File: src/rtl/cga_palette_ctrl.sv
// -----------------------------------------------------------------------------
// cga_palette_ctrl
//   Programmable 16-entry IRGB palette with a VGA-DAC-style CPU interface.
//   Maps the 4-bit video index to 6/7/6-bit DAC codes through a registered
//   lookup.
//
//   CPU palette writes gather an R,G,B triplet, park it in a holding register,
//   and commit it into the palette during blanking. This keeps active video
//   free of write glitches. If a second triplet completes while one is still
//   parked, the parked one is committed at once so that no data is lost.
//
//   Optional feature macro: CGA_PAL_READBACK_EN
//     defined   : data-port reads return committed palette components.
//     undefined : data-port reads return 8'h00.
// -----------------------------------------------------------------------------
module cga_palette_ctrl #(
  parameter int PAL_ENTRIES = 16,
  parameter int COMP_W      = 6
) (
  input  logic              clk,
  input  logic              reset_n,
  input  logic [1:0]        bus_addr,
  input  logic [7:0]        bus_din,
  input  logic              bus_wr,
  input  logic              bus_rd,
  output logic [7:0]        bus_dout,
  input  logic [3:0]        video,
  input  logic              blank,
  output logic [COMP_W-1:0] red,
  output logic [COMP_W:0]   green,
  output logic [COMP_W-1:0] blue,
  output logic              busy
);

  localparam int ENT_W = 3 * COMP_W;

  // Write sequencer phases: which component the next data write supplies.
  localparam logic [1:0] PH_R = 2'd0;
  localparam logic [1:0] PH_G = 2'd1;
  localparam logic [1:0] PH_B = 2'd2;

  // Standard CGA component levels.
  localparam logic [COMP_W-1:0] LVL_ZERO = 6'h00;
  localparam logic [COMP_W-1:0] LVL_BASE = 6'h2A;
  localparam logic [COMP_W-1:0] LVL_INT  = 6'h15;

  // One CGA component: base level when the colour bit is set, plus the
  // intensity contribution; the two levels occupy disjoint bits.
  function automatic logic [COMP_W-1:0] cga_level(input logic on_bit,
                                                  input logic inten);
    logic [COMP_W-1:0] lvl;
    lvl = LVL_ZERO;
    if (on_bit) begin
      lvl = lvl | LVL_BASE;
    end else begin
      lvl = lvl;
    end
    if (inten) begin
      lvl = lvl | LVL_INT;
    end else begin
      lvl = lvl;
    end
    return lvl;
  endfunction

  // Power-on palette entry {R,G,B}. Entry 6 halves green to give brown
  // instead of dark yellow, as real CGA monitors do.
  function automatic logic [ENT_W-1:0] default_entry(input logic [3:0] idx);
    logic [COMP_W-1:0] r;
    logic [COMP_W-1:0] g;
    logic [COMP_W-1:0] b;
    r = cga_level(idx[2], idx[3]);
    b = cga_level(idx[0], idx[3]);
    if (idx == 4'h6) begin
      g = LVL_INT;
    end else begin
      g = cga_level(idx[1], idx[3]);
    end
    return {r, g, b};
  endfunction

  // ---------------------------------------------------------------------------
  // State
  // ---------------------------------------------------------------------------
  logic [ENT_W-1:0]  pal_q [PAL_ENTRIES];
  logic [ENT_W-1:0]  pal_d [PAL_ENTRIES];

  logic [1:0]        wr_phase_q, wr_phase_d;
  logic [3:0]        wr_idx_q,   wr_idx_d;
  logic [COMP_W-1:0] r_lat_q,    r_lat_d;
  logic [COMP_W-1:0] g_lat_q,    g_lat_d;
  logic [3:0]        hold_idx_q, hold_idx_d;
  logic [ENT_W-1:0]  hold_rgb_q, hold_rgb_d;
  logic              busy_q,     busy_d;

  logic [3:0]        rd_idx_q,   rd_idx_d;
  logic [1:0]        rd_phase_q, rd_phase_d;
  logic [7:0]        dout_q,     dout_d;

  logic [COMP_W-1:0] red_q,   red_d;
  logic [COMP_W:0]   green_q, green_d;
  logic [COMP_W-1:0] blue_q,  blue_d;

  // Decoded bus strobes and sequencer outputs.
  logic wr_widx_s;
  logic wr_data_s;
  logic wr_ridx_s;
  logic lat_r_en_s;
  logic lat_g_en_s;
  logic triplet_done_s;
  logic commit_s;

  // Data writes only carry six component bits; the top two are don't-care.
  logic unused_din_s;
  assign unused_din_s = ^bus_din[7:6];

  assign wr_widx_s = bus_wr && (bus_addr == 2'd0);
  assign wr_data_s = bus_wr && (bus_addr == 2'd1);
  assign wr_ridx_s = bus_wr && (bus_addr == 2'd2);

  // ---------------------------------------------------------------------------
  // Write sequencer FSM
  // ---------------------------------------------------------------------------

  // State register for the write phase.
  always_ff @(posedge clk) begin
    if (!reset_n) begin
      wr_phase_q <= PH_R;
    end else begin
      wr_phase_q <= wr_phase_d;
    end
  end

  // Next phase: an index write restarts the triplet, data writes step R->G->B.
  always_comb begin
    wr_phase_d = wr_phase_q;
    if (wr_widx_s) begin
      wr_phase_d = PH_R;
    end else if (wr_data_s) begin
      case (wr_phase_q)
        PH_R:    wr_phase_d = PH_G;
        PH_G:    wr_phase_d = PH_B;
        PH_B:    wr_phase_d = PH_R;
        default: wr_phase_d = PH_R;
      endcase
    end else begin
      wr_phase_d = wr_phase_q;
    end
  end

  // Phase outputs: which latch a data write fills, or whether it ends a triplet.
  always_comb begin
    lat_r_en_s     = 1'b0;
    lat_g_en_s     = 1'b0;
    triplet_done_s = 1'b0;
    if (wr_data_s) begin
      case (wr_phase_q)
        PH_R:    lat_r_en_s     = 1'b1;
        PH_G:    lat_g_en_s     = 1'b1;
        PH_B:    triplet_done_s = 1'b1;
        default: triplet_done_s = 1'b0;
      endcase
    end else begin
      triplet_done_s = 1'b0;
    end
  end

  // A parked triplet goes in during blanking, or immediately when a newer
  // triplet needs the holding register.
  assign commit_s = busy_q && (blank || triplet_done_s);

  // ---------------------------------------------------------------------------
  // Write datapath: component latches, write index, holding register
  // ---------------------------------------------------------------------------

  // Latch components and load the holding register when a triplet completes.
  always_comb begin
    r_lat_d    = lat_r_en_s ? bus_din[COMP_W-1:0] : r_lat_q;
    g_lat_d    = lat_g_en_s ? bus_din[COMP_W-1:0] : g_lat_q;
    hold_idx_d = hold_idx_q;
    hold_rgb_d = hold_rgb_q;
    busy_d     = busy_q;
    wr_idx_d   = wr_idx_q;

    if (wr_widx_s) begin
      wr_idx_d = bus_din[3:0];
    end else if (triplet_done_s) begin
      wr_idx_d = wr_idx_q + 4'd1;
    end else begin
      wr_idx_d = wr_idx_q;
    end

    if (triplet_done_s) begin
      hold_idx_d = wr_idx_q;
      hold_rgb_d = {r_lat_q, g_lat_q, bus_din[COMP_W-1:0]};
      busy_d     = 1'b1;
    end else if (commit_s) begin
      busy_d     = 1'b0;
    end else begin
      busy_d     = busy_q;
    end
  end

  // Next palette contents: only the parked entry changes, and only on commit.
  always_comb begin
    for (int i = 0; i < PAL_ENTRIES; i++) begin
      pal_d[i] = (commit_s && (hold_idx_q == 4'(i))) ? hold_rgb_q : pal_q[i];
    end
  end

  // ---------------------------------------------------------------------------
  // Video lookup (reads pal_q, so a same-cycle commit is not yet visible)
  // ---------------------------------------------------------------------------

  // Registered colour lookup, forced to black during blanking.
  always_comb begin
    logic [ENT_W-1:0] ent;
    ent = pal_q[video];
    if (blank) begin
      red_d   = {COMP_W{1'b0}};
      green_d = {(COMP_W + 1){1'b0}};
      blue_d  = {COMP_W{1'b0}};
    end else begin
      red_d   = ent[ENT_W-1 -: COMP_W];
      green_d = {ent[2*COMP_W-1 -: COMP_W], ent[2*COMP_W-1]};
      blue_d  = ent[COMP_W-1:0];
    end
  end

  // ---------------------------------------------------------------------------
  // CPU read path (all reads see pre-write state)
  // ---------------------------------------------------------------------------

  // Read mux plus read-index sequencing; index writes override stepping.
  always_comb begin
    logic [ENT_W-1:0] rd_ent;
    rd_ent     = pal_q[rd_idx_q];
    dout_d     = dout_q;
    rd_idx_d   = rd_idx_q;
    rd_phase_d = rd_phase_q;

    if (bus_rd) begin
      case (bus_addr)
        2'd0:    dout_d = {4'b0000, wr_idx_q};
        2'd2:    dout_d = {4'b0000, rd_idx_q};
        2'd3:    dout_d = {7'b0000000, busy_q};
`ifdef CGA_PAL_READBACK_EN
        2'd1: begin
          case (rd_phase_q)
            PH_R: begin
              dout_d     = {2'b00, rd_ent[ENT_W-1 -: COMP_W]};
              rd_phase_d = PH_G;
            end
            PH_G: begin
              dout_d     = {2'b00, rd_ent[2*COMP_W-1 -: COMP_W]};
              rd_phase_d = PH_B;
            end
            PH_B: begin
              dout_d     = {2'b00, rd_ent[COMP_W-1:0]};
              rd_phase_d = PH_R;
              rd_idx_d   = rd_idx_q + 4'd1;
            end
            default: begin
              dout_d     = 8'h00;
              rd_phase_d = PH_R;
            end
          endcase
        end
`else
        2'd1:    dout_d = 8'h00;
`endif
        default: dout_d = 8'h00;
      endcase
    end else begin
      dout_d = dout_q;
    end

    if (wr_ridx_s) begin
      rd_idx_d   = bus_din[3:0];
      rd_phase_d = PH_R;
    end else begin
      rd_phase_d = rd_phase_d;
    end
  end

  // ---------------------------------------------------------------------------
  // Registers
  // ---------------------------------------------------------------------------

  // Datapath and output registers; reset drops any parked triplet and
  // restores the CGA palette.
  always_ff @(posedge clk) begin
    if (!reset_n) begin
      for (int i = 0; i < PAL_ENTRIES; i++) begin
        pal_q[i] <= default_entry(4'(i));
      end
      wr_idx_q   <= 4'd0;
      r_lat_q    <= {COMP_W{1'b0}};
      g_lat_q    <= {COMP_W{1'b0}};
      hold_idx_q <= 4'd0;
      hold_rgb_q <= {ENT_W{1'b0}};
      busy_q     <= 1'b0;
      rd_idx_q   <= 4'd0;
      rd_phase_q <= PH_R;
      dout_q     <= 8'h00;
      red_q      <= {COMP_W{1'b0}};
      green_q    <= {(COMP_W + 1){1'b0}};
      blue_q     <= {COMP_W{1'b0}};
    end else begin
      for (int i = 0; i < PAL_ENTRIES; i++) begin
        pal_q[i] <= pal_d[i];
      end
      wr_idx_q   <= wr_idx_d;
      r_lat_q    <= r_lat_d;
      g_lat_q    <= g_lat_d;
      hold_idx_q <= hold_idx_d;
      hold_rgb_q <= hold_rgb_d;
      busy_q     <= busy_d;
      rd_idx_q   <= rd_idx_d;
      rd_phase_q <= rd_phase_d;
      dout_q     <= dout_d;
      red_q      <= red_d;
      green_q    <= green_d;
      blue_q     <= blue_d;
    end
  end

  assign bus_dout = dout_q;
  assign red      = red_q;
  assign green    = green_q;
  assign blue     = blue_q;
  assign busy     = busy_q;

endmodule

File: config.mk
export PLATFORM = sky130hd
export DESIGN_NAME = cga_palette_ctrl
export DESIGN_NICKNAME = d
export VERILOG_FILES = /design/src/rtl/cga_palette_ctrl.sv
export SDC_FILE = /design/constraint.sdc
export NUM_CORES = 1
export LEC_CHECK = 0
export BUFFER_PORTS_ARGS = -buffer_cell sky130_fd_sc_hd__buf_2
export CAP_MARGIN = 20
export CORE_ASPECT_RATIO = 0.5
export CORE_MARGIN = 2
export CORE_UTILIZATION = 57
export DETAILED_ROUTE_END_ITERATION = 8
export PLACE_DENSITY = 0.7
export SLEW_MARGIN = 5
export SYNTH_ARGS = -nofsm -noshare
export SYNTH_HDL_FRONTEND = slang
export SYNTH_SLANG_ARGS = --single-unit
File: constraint.sdc
create_clock -name clk -period 3.6 [get_ports clk]
set_clock_uncertainty 0.1 [all_clocks]
set_input_delay 0.36 -clock clk [delete_from_list [all_inputs] [get_ports clk]]
set_output_delay 0.36 -clock clk [all_outputs]
set_load 0.1 [all_outputs]
==> results.toml, run 1 <==
[sta]
fin_crit_sh = 0.757
worst-slew-pin-transition_ns = 1.01
fin_hold_ws_ns = 0.0260
fmaxAchievable_mhz = 367
report.final.hold_viol_count = 0
rsz_0062_raised_after_global_routing = "false"
worst_slack_ns = 0.875
max-slew-margin-rel = 0.326
setup_viol = 0
period_minus_slack_ns = 2.72
finalSetupTns_ns = 0
maxSlewViolCount = 0

[route]
drc_errors = 0
antenna_left = 0
vias_per_cell = 6.18
starting_drc_count_in_detailed_routing = 1243
drt-total-wl_um = 36100
wl_per_cell_um = 23.6
dr.pass1.iters = 5
dr_total_vias = 9455

[global_route]
grt_pass1_wl_um = 54000
grt_pass1_vias = 8877
globalRoute.totalOverflow = 0
grt_use_total = 0.264
grt_start_max_net_pins = 50
antenna_found_initial = 4

[place]
post-dp-hpwl_um = 23700
gp_congestion = 0.885
post-place-ws_ns = 0.759
portBuffers = 40

[yosys]
synth-seq-area-share = 0.666
synth_top_cell_by_area = "sky130_fd_sc_hd__edfxtp_1"
synth-seq-cells = 355
yosysUniqueCellTypes = 51
synthArstFlopShare = 0
syn_inst = 1107
mappedNetlistArea_sq_um = 15000
ranking_of_synthesized_cells_by_area = "sky130_fd_sc_hd__edfxtp_1 58%, sky130_fd_sc_hd__dfxtp_1 8.9%, sky130_fd_sc_hd__mux2i_1 8.5%"
synth_largest_type_area_fraction = 0.577
post_synth.cell_area_avg_sq_um = 13.6
flip_flop_cell_with_the_highest_count_after_synthesis = "sky130_fd_sc_hd__edfxtp_1"
synth_edf_count = 288
synth-warning-count = 0

[cts]
cts.htree.levels = 1
tritoncts_num_sinks = 355
tritoncts = "done"
cts.root.buffer_cell = "sky130_fd_sc_hd__clkbuf_16"
cts_post_setup_buffers_inserted = 0
cts_buffer_depth = 3
worstSkewPairLatency_ns = 0.58
cts_resized = 0
numCtsBuffers = 31
clkSlewWorstSetupHoldPaths_ns = 0.07

[floorplanning]
die_y_um = 119
initial_utilization = 0.587
die-width_um = 233
fp.dieArea_sq_um = 27700
placement_rows = 41
io-pin-count = 47
fp.coreArea_sq_um = 25500

[final_layout]
insertedDiodeCount = 0
post_route_cells_drive_above_1_share = 0.148
layout.cells.most_common = "sky130_fd_sc_hd__edfxtp_1"
layout.cells.most_common_list = "288 x sky130_fd_sc_hd__edfxtp_1, 128 x sky130_fd_sc_hd__mux2i_1, 103 x sky130_fd_sc_hd__nand2_1"
finish.net_count = 1182
area_delta_synth_final_pct = 11.0
fin_util = 0.652

[setup_path]
cp-end-kind = "flip-flop"
worstPathArrival_ns = 2.89
path_max_fanout = 13
worst-endpoint-required_ns = 3.76
worst_setup_path_start_kind = "flip-flop"
criticalPathCategory = "flip-flop to flip-flop"

[power]
clock_power_share = 0.381
combPwrFrac = 0.075
power.sequential.fraction = 0.544
power_density_nw_per_um2 = 511
internal_power_w = 0.00655
power.switching_fraction = 0.231
max-vdd-ir-drop_uv = 332
p_total_w = 0.00851
leakagePower_nw = 6.19
p_sw_w = 0.00196

[run]
drv.max_cap_violation_count = 0

[min_path]
hold_path.class = "input port to flip-flop"

[run_status]
outcome = "completed"
state kept, by name, summed over array words and instances, names as in the netlist:
signal and cells:
pal_q 288, g_lat_q 6, r_lat_q 6, red 6
busy 1, bus_dout 4, rd_idx_q 4, hold_rgb_q 18
hold_idx_q 4, blue 6, wr_idx_q 4, wr_phase_q 2
green 6
stage by stage:
step           std cells  instance area [sq um]
6_report            1529                  16700
3_5_place_dp        1467                  15600
4_1_cts             1528                  16600
3_3_place_gp        1467                  15600
5_1_grt             1529                  16700
2_1_floorplan       1110                  15000
synthesized netlist by cell type, types with 5 or more instances:
cell type,count
sky130_fd_sc_hd__a21oi_1,28
sky130_fd_sc_hd__and2_1,28
sky130_fd_sc_hd__a22o_1,5
sky130_fd_sc_hd__buf_2,15
sky130_fd_sc_hd__or3_1,10
sky130_fd_sc_hd__or4_1,5
sky130_fd_sc_hd__dfxtp_1,67
sky130_fd_sc_hd__clkbuf_1,25
sky130_fd_sc_hd__nand3_1,24
sky130_fd_sc_hd__nand2b_1,38
sky130_fd_sc_hd__o31ai_1,5
sky130_fd_sc_hd__nor3_2,5
sky130_fd_sc_hd__mux2i_1,128
sky130_fd_sc_hd__or2_2,6
sky130_fd_sc_hd__mux4_2,18
sky130_fd_sc_hd__a22oi_1,49
sky130_fd_sc_hd__o211ai_1,5
sky130_fd_sc_hd__nand3b_1,8
sky130_fd_sc_hd__nor2b_1,11
sky130_fd_sc_hd__nand2_1,103
sky130_fd_sc_hd__and3_1,45
sky130_fd_sc_hd__buf_1,5
sky130_fd_sc_hd__buf_6,8
sky130_fd_sc_hd__inv_1,22
sky130_fd_sc_hd__buf_4,11
sky130_fd_sc_hd__nor2_1,88
sky130_fd_sc_hd__edfxtp_1,288
sky130_fd_sc_hd__o21ai_0,21
power by group through the flow:
stage / logic (W) / clock network, W / registers, W
6_report: 0.000638 / 0.00324 / 0.00463
3_3_place_gp: 0.000618 / 0 / 0.00471
5_1_grt: 0.000674 / 0.00343 / 0.00464
4_1_cts: 0.000635 / 0.00325 / 0.00463
2_1_floorplan: 0.000345 / 0 / 0.00482
3_5_place_dp: 0.000629 / 0 / 0.00472
what timing repair did:
action | in CTS | in global routing
endpoints found under the hold margin | 9 | 0
hold buffers | 5 | 0
setup endpoints to repair | 0 | 0
final cells by class:
type	instances	area, sq um
repair buffers	84	572
clock inverters	7	43.8
fillers	1902	8890
clock buffers	49	935
well taps	344	430
flip-flops and latches	355	9990
multi-input cells	667	4600
inverters	23	86.3
worst max-delay path, cell delays in order, from the launching register on:
cell and delay, ns:
sky130_fd_sc_hd__dfxtp_1 0.40, sky130_fd_sc_hd__or2_2 0.41, sky130_fd_sc_hd__nor3_2 0.52, sky130_fd_sc_hd__nand3_2 0.33, sky130_fd_sc_hd__nand2_1 0.34, sky130_fd_sc_hd__buf_4 0.30
final timing paths:
kind	startpoint	endpoint	slack [ns]	depth (start not counted)
setup / recovery	hold_idx_q[0]	pal_q[0][10]	0.88	5
hold / removal	bus_din[1]	hold_rgb_q[1]	0.03	3
setup reg to reg	hold_idx_q[0]	pal_q[0][10]	0.88	5
hold reg to reg	g_lat_q[0]	hold_rgb_q[6]	0.36	2
kinds of logic after synthesis:
family | count (synthesis) | share of synthesized area
compound gates | 121 | 0.0527
xor+xnor | 1 | 0.000584
fa+ha+maj | 1 | 0.000834
buf+inv | 88 | 0.0301
flops | 355 | 0.666
mux | 146 | 0.112
other cells | 1 | 0.000250
simple gates | 394 | 0.137
per-layer routing:
layer | share of wire | GRT usage | vias to the layer above
li1 | - | - | 4192
met1 | 0.43 | 0.404 | 4705
met2 | 0.43 | 0.379 | 508
met3 | 0.12 | 0.0825 | 48
met4 | 0.014 | 0.0407 | 2
met5 | 0.00033 | 0 | -
Note: power is estimated with default switching activity, not from simulation.
==> inputs of run 2 (changes only) <==
--- a/config.mk
+++ b/config.mk
@@ -5,13 +5,14 @@
 export SDC_FILE = /design/constraint.sdc
 export NUM_CORES = 1
 export LEC_CHECK = 0
+export ABC_AREA = 1
 export BUFFER_PORTS_ARGS = -buffer_cell sky130_fd_sc_hd__buf_2
 export CAP_MARGIN = 20
 export CORE_ASPECT_RATIO = 0.5
 export CORE_MARGIN = 2
-export CORE_UTILIZATION = 57
+export CORE_UTILIZATION = 56
 export DETAILED_ROUTE_END_ITERATION = 8
-export PLACE_DENSITY = 0.7
+export PLACE_DENSITY = 0.72
 export SLEW_MARGIN = 5
 export SYNTH_ARGS = -nofsm -noshare
 export SYNTH_HDL_FRONTEND = slang
==> constraint.sdc (replaced) <==
create_clock -name clk -period 2.38 [get_ports clk]
set_clock_uncertainty 0.1 [all_clocks]
set_input_delay 0.238 -clock clk [delete_from_list [all_inputs] [get_ports clk]]
set_output_delay 0.238 -clock clk [all_outputs]
set_load 0.1 [all_outputs]
==> run 2 against run 1 <==
  * First-iteration DRC count increased by 20%
  * Die area grew 6.0%
  * Register-to-register slack worse by 0.65 ns
  * Final area grew 6.5%
  * Combinational power rose by 76%
  * Sequential share of layout area shrank 3.7 points
  * Via count up 27%
==> results.toml, run 2 <==
[run_status]
outcome = "completed"

[setup_path]
slowest_stage = "sky130_fd_sc_hd__dlygate4sd3_1"
crit-reg2reg-capture = "pal_q[5][15]"
worstReg2RegStart = "wr_phase_q[1]"
critPathTopFamily = "buffers and inverters"
cp_cell_sequence = "dlygate4sd3_1 > buf_2 > nand3_2 > inv_2 > nand3_4 > a21oi_4 > buf_12 > nand2_1 > nand2_1 > buf_4"
worstPathArrival_ns = 2.42
cp-end-kind = "flip-flop"
setup.reg_to_reg.worst_slack_ns = 0.23
worstSetupStartpoint = "bus_wr"
worst_path_most_repeated_cell = "sky130_fd_sc_hd__nand2_1"
worst-path-buf-inv = 5
worst_setup_path_start_kind = "input port"
worst-r2r-cell-count = 6
timing.critical_path.slowest_cell_delay_ns = 0.52
criticalPathCategory = "input port to flip-flop"
worst-endpoint-required_ns = 2.58
path_max_fanout = 43

[power]
leakagePower_nw = 7.43
power.sequential.fraction = 0.528
power.switching_fraction = 0.238
combPwrFrac = 0.085
max-vdd-ir-drop_uv = 443
clock_power_share = 0.388
internal_power_w = 0.0100
power_density_nw_per_um2 = 743
p_sw_w = 0.00313

[yosys]
synth.cells.most_frequent = "519 x sky130_fd_sc_hd__nand2_1, 288 x sky130_fd_sc_hd__edfxtp_1, 204 x sky130_fd_sc_hd__inv_1"
synth_compound_area_frac = 0.0310
post-synth-top-count-cell = "sky130_fd_sc_hd__nand2_1"
synth_top_family_by_area = "simple AND/OR/NAND/NOR gates"
synth-seq-area-share = 0.638
synth-warning-count = 0
yosysUniqueCellTypes = 29
synth-seq-cells = 355
synth_largest_type_area_fraction = 0.553
synthArstFlopShare = 0
mappedNetlistArea_sq_um = 15600
post_synth.cell_area_avg_sq_um = 9.20
flip_flop_cell_with_the_highest_count_after_synthesis = "sky130_fd_sc_hd__edfxtp_1"
syn_inst = 1701
synth.area.mux_share = 0
synthXorXnorAreaFrac = 0.00168
synth_edf_count = 288
post_synth_adder_cell_area = 0.000800
synth_top_cell_by_area = "sky130_fd_sc_hd__edfxtp_1"
simple_gate_share_of_the_synthesized_area = 0.253
ranking_of_synthesized_cells_by_area = "sky130_fd_sc_hd__edfxtp_1 55%, sky130_fd_sc_hd__nand2_1 12%, sky130_fd_sc_hd__dfxtp_1 8.6%"

[final_layout]
layout.cells.most_common_list = "519 x sky130_fd_sc_hd__nand2_1, 288 x sky130_fd_sc_hd__edfxtp_1, 204 x sky130_fd_sc_hd__inv_1"
final-instance-count-excl-fill = 2159
area_delta_synth_final_pct = 13.4
layout_top_registers = "pal_q x288, hold_rgb_q x18"
fin_util = 0.643
layout.cells.most_common = "sky130_fd_sc_hd__nand2_1"
post_route_cells_drive_above_1_share = 0.0917
insertedDiodeCount = 0
n_fill_cell = 2131
top_register = "pal_q"
final_area_sq_um = 17700
finish.net_count = 1774
largest_register_ff_count = 288

[cts]
worstSkewPairLatency_ns = 0.57
cts.htree.levels = 1
clkSlewWorstSetupHoldPaths_ns = 0.07
numCtsBuffers = 30
cts.root.buffer_cell = "sky130_fd_sc_hd__clkbuf_16"
tritoncts = "done"
cts_buffer_depth = 3
tritoncts_num_sinks = 355

[floorplanning]
io-pin-count = 47
fp.dieArea_sq_um = 29400
placement_rows = 43
fp.coreArea_sq_um = 27600
die-width_um = 240
initial_utilization = 0.567
die_y_um = 122

[place]
portBuffers = 40
numPlacedInstances = 2094
detailed_place.area_sq_um = 16600
gp_congestion = 0.920
post-dp-hpwl_um = 25300

[sta]
finalSetupTns_ns = 0
fin_crit_sh = 0.933
setup_viol = 0
maxSlewViolCount = 0
max-slew-margin-rel = 0.472
worst-slew-pin-transition_ns = 0.786
report.final.hold_viol_count = 0
fmaxAchievable_mhz = 450
rsz_0062_raised_after_global_routing = "false"
period_minus_slack_ns = 2.22

[route]
drt-total-wl_um = 39400
starting_drc_count_in_detailed_routing = 1493
antenna_left = 0
dr.pass1.iters = 7
wl_per_cell_um = 18.3
drc_errors = 0
dr_total_vias = 12000
vias_per_cell = 5.54

[min_path]
min_delay_path_depth = 4
worstHoldEndpoint = "wr_phase_q[1]"
holdCritStartpoint = "bus_addr[0]"
hold_path.class = "input port to flip-flop"

[global_route]
grt_pass1_vias = 11100
antenna_found_initial = 2
grt_use_total = 0.275
globalRoute.totalOverflow = 0
grt_start_max_net_pins = 115
grt_pass1_wl_um = 60500

[run]
drv.max_cap_violation_count = 0
## run 2: final cells by class
cell class / count / area (sq um) / area share
multi-input combinational: 1045 / 4500 / 0.254
timing repair buffer: 105 / 931 / 0.0525
clock buffer: 38 / 853 / 0.0481
tap: 382 / 478 / 0.0269
sequential: 355 / 9990 / 0.563
inverter: 217 / 817 / 0.0461
clock inverter: 17 / 170 / 0.00959
## run 2: logic make-up (layout without fill, tap and decap cells)
family	after synthesis	count (layout)
fa+ha+maj	1	1
xor+xnor	3	3
other cells	1	4
simple gates	946	946
compound gates	91	91
flops	355	355
buf+inv	304	377
## run 2: worst max path at each step
stage                               to  slack, ns  cells past startpoint
after floorplan            pal_q[2][0]       0.06                      5
after global placement    pal_q[5][17]       0.16                     10
after detailed placement   pal_q[5][1]       0.09                     10
after CTS                  pal_q[5][1]       0.19                     10
after global routing      pal_q[2][14]       0.02                     10
final                     pal_q[5][15]       0.16                     10
## run 2: power by group through the flow
stage | Sequential, W | Clock [W] | Combinational [W]
2_1_floorplan | 0.00723 | 0 | 0.000590
4_1_cts | 0.00696 | 0.00513 | 0.00110
3_5_place_dp | 0.00709 | 0 | 0.00108
5_1_grt | 0.00697 | 0.00537 | 0.00121
3_3_place_gp | 0.00708 | 0 | 0.00105
6_report | 0.00696 | 0.00511 | 0.00112
## run 2: timing repair
item                                    4_1_cts  5_1_grt
endpoints found under the setup margin        0        0
buffers inserted                              0        0
hold buffers                                 10        0
hold endpoints to repair                     29        0
resized for setup                             0        0
## run 2: metrics by stage
| step | power (W) | setup slack [ns] | hold slack (ns) |
|---|---|---|---|
| finish | 0.0132 | 0.160 | 0.0270 |
| global route | 0.0135 | 0.0178 | 0.0510 |
| CTS | 0.0132 | 0.195 | 0.00259 |
| detailed placement | 0.00817 | 0.0898 | 0.350 |
| global placement | 0.00814 | 0.157 | 0.345 |
| floorplan | 0.00782 | 0.0641 | 0.273 |
## run 2: tightest hold or removal path, stage by stage
cell,delay [ns]
sky130_fd_sc_hd__buf_2,0.12
sky130_fd_sc_hd__nand3_2,0.14
sky130_fd_sc_hd__nand2_1,0.09
sky130_fd_sc_hd__a21oi_1,0.07
## run 2: metal layers
| layer | GRT usage | part of all wire |
|---|---|---|
| met2 | 0.428 | 0.44 |
| met3 | 0.0723 | 0.13 |
| met4 | 0.0551 | 0.016 |
| met5 | 0 | 0.00030 |
| met1 | 0.394 | 0.41 |
==> inputs of run 3 (changes only) <==
--- a/config.mk
+++ b/config.mk
@@ -10,9 +10,9 @@
 export CAP_MARGIN = 20
 export CORE_ASPECT_RATIO = 0.5
 export CORE_MARGIN = 2
-export CORE_UTILIZATION = 56
+export CORE_UTILIZATION = 57
 export DETAILED_ROUTE_END_ITERATION = 8
-export PLACE_DENSITY = 0.72
+export PLACE_DENSITY = 0.7
 export SLEW_MARGIN = 5
 export SYNTH_ARGS = -nofsm -noshare
 export SYNTH_HDL_FRONTEND = slang
==> constraint.sdc (replaced) <==
create_clock -name clk -period 2.3 [get_ports clk]
set_clock_uncertainty 0.1 [all_clocks]
set_input_delay 0.23 -clock clk [delete_from_list [all_inputs] [get_ports clk]]
set_output_delay 0.23 -clock clk [all_outputs]
set_load 0.1 [all_outputs]
==> run 3 against run 2 <==
  * Final area is 0.48% lower
  * Die area is 1.7% lower
  * Flip-flop and latch count is the same
  * Via count up 0.78%
  * Setup slack gained 0.055 ns
  * Clock power decreased by 2%
==> results.toml, run 3 (synthesized netlist as in run 2, its figures left out) <==
[final_layout]
n_fill_cell = 2144
layout.cells.most_common_list = "516 x sky130_fd_sc_hd__nand2_1, 288 x sky130_fd_sc_hd__edfxtp_1, 204 x sky130_fd_sc_hd__inv_1"
largest_register_ff_count = 288
layout.cells.most_common = "sky130_fd_sc_hd__nand2_1"
area_delta_synth_final_pct = 12.8
insertedDiodeCount = 0
post_route_cells_drive_above_1_share = 0.0952
combined_area_of_the_multi_input_logic_cells_sq_um = 4510
final-instance-count-excl-fill = 2137
layout_top_registers = "pal_q x288, hold_rgb_q x18"
finish.net_count = 1780
top_register = "pal_q"
seqCellArea_sq_um = 9990

[place]
post-dp-hpwl_um = 26200
numPlacedInstances = 2068
portBuffers = 40
post-place-ws_ns = 0.127
gp_congestion = 0.904

[sta]
period_minus_slack_ns = 2.08
maxSlewViolCount = 0
fin_crit_sh = 0.906
worst-slew-pin-transition_ns = 0.669
setup_viol = 0
finalSetupTns_ns = 0
fmaxAchievable_mhz = 480
worst_slack_ns = 0.215
rsz_0062_raised_after_global_routing = "false"
max-slew-margin-rel = 0.552
report.final.hold_viol_count = 0

[min_path]
hold_path.class = "input port to flip-flop"
holdCritStartpoint = "reset_n"
worstHoldEndpoint = "hold_idx_q[0]"
min_delay_path_depth = 3

[cts]
worstSkewPairLatency_ns = 0.58
cts.root.buffer_cell = "sky130_fd_sc_hd__clkbuf_16"
cts.htree.levels = 1
cts_resized = 0
cts_post_setup_buffers_inserted = 0
clkSlewWorstSetupHoldPaths_ns = 0.07
cts_buffer_depth = 3
ctsHoldBuffers = 11
tritoncts_num_sinks = 355
tritoncts = "done"
numCtsBuffers = 31

[floorplanning]
placement_rows = 42
io-pin-count = 47
fp.coreArea_sq_um = 26700
die-width_um = 238
fp.dieArea_sq_um = 28900
die_y_um = 121
initial_utilization = 0.586

[route]
met3WireLength_um = 5130
antenna_left = 0
wl_per_cell_um = 18.7
top_layer = "met4"
drt-total-wl_um = 39900
dr_total_vias = 12100
detail_route.wirelength.met1_um = 17000
met2RoutedLength_um = 17000
dr.pass1.iters = 5
starting_drc_count_in_detailed_routing = 1592
vias_per_cell = 5.64
drc_errors = 0

[global_route]
grt_pass1_vias = 11100
antenna_found_initial = 0
grt_start_max_net_pins = 80
globalRoute.totalOverflow = 0
grt_use_total = 0.282
grt_pass1_wl_um = 61500

[setup_path]
setup.reg_to_reg.worst_slack_ns = 0.28
path_max_fanout = 47
cp-end-kind = "flip-flop"
slowest_stage = "sky130_fd_sc_hd__dlygate4sd3_1"
criticalPathCategory = "input port to flip-flop"
timing.critical_path.slowest_cell_delay_ns = 0.52
worst_setup_path_start_kind = "input port"
crit-reg2reg-capture = "pal_q[4][8]"
worstPathArrival_ns = 2.19
cp_cell_sequence = "dlygate4sd3_1 > buf_2 > nand3_2 > inv_2 > nand3_4 > a21oi_4 > buf_12 > nand2_1 > nand2_2"
worst-r2r-cell-count = 6
worst-endpoint-required_ns = 2.41
worstReg2RegStart = "wr_phase_q[0]"

[run_status]
outcome = "completed"

[power]
leakagePower_nw = 7.41
power_density_nw_per_um2 = 756
max-vdd-ir-drop_uv = 517

[run]
drv.max_cap_violation_count = 0
[run 3: cell count changes in the layout (fill, tap and decap cells not counted), moves of 2 or more]
cell,previous run,this run
sky130_fd_sc_hd__clkinv_2,7,11
sky130_fd_sc_hd__nand2_1,519,516
sky130_fd_sc_hd__buf_4,40,47
sky130_fd_sc_hd__nand2_2,2,5
sky130_fd_sc_hd__buf_12,17,14
sky130_fd_sc_hd__clkinv_1,11,13
sky130_fd_sc_hd__inv_4,3,1
sky130_fd_sc_hd__bufinv_16,3,0
[run 3: metal layers]
layer  vias to the layer above  global-route usage
met5                         -                   0
met4                         0              0.0590
met3                        71              0.0682
met2                       666               0.413
met1                      5681               0.429
li1                       5645                   -
[run 3: worst max path at each step]
stage	startpoint	endpoint	slack, ns	cells past startpoint
2_1_floorplan	busy	pal_q[0][0]	0.01	5
3_3_place_gp	bus_addr[1]	pal_q[4][8]	0.20	9
3_5_place_dp	bus_addr[1]	pal_q[4][16]	0.13	9
4_1_cts	bus_wr	pal_q[4][16]	0.26	9
5_1_grt	bus_wr	pal_q[4][16]	0.12	9
6_report	bus_addr[0]	pal_q[4][8]	0.22	9
[run 3: power breakdown]
group	leakage [nW]	total [W]	internal, W	switching (W)
Combinational	3.66	0.00115	0.000286	0.000863
Sequential	3.27	0.00720	0.00714	0.0000599
Clock	0.486	0.00500	0.00267	0.00233
Total	7.41	0.0134	0.0101	0.00325
[run 3: cell type report]
type / count / area share
clock buffer: 40 / 0.0493
tap: 352 / 0.0249
sequential: 355 / 0.566
inverter: 217 / 0.0463
multi-input combinational: 1045 / 0.255
clock inverter: 18 / 0.00539
timing repair buffer: 110 / 0.0529
[run 3: through the flow]
stage          utilization  instance area [sq um]  power, W  hold slack (ns)
6_report             0.661                  17700    0.0134           0.0597
5_1_grt              0.661                  17700    0.0137           0.0728
4_1_cts              0.661                  17700    0.0134           0.0502
3_5_place_dp         0.621                  16600   0.00845            0.353
3_3_place_gp         0.621                  16600   0.00842            0.339
2_1_floorplan            -                  15700   0.00809            0.265
[run 3: critical path: cells and delay by family]
family / cells / cell delay [ns]
AOI/OAI and AO/OA: 1 / 0.17
buffers and inverters: 4 / 1.01
and+or+nand+nor: 4 / 0.75
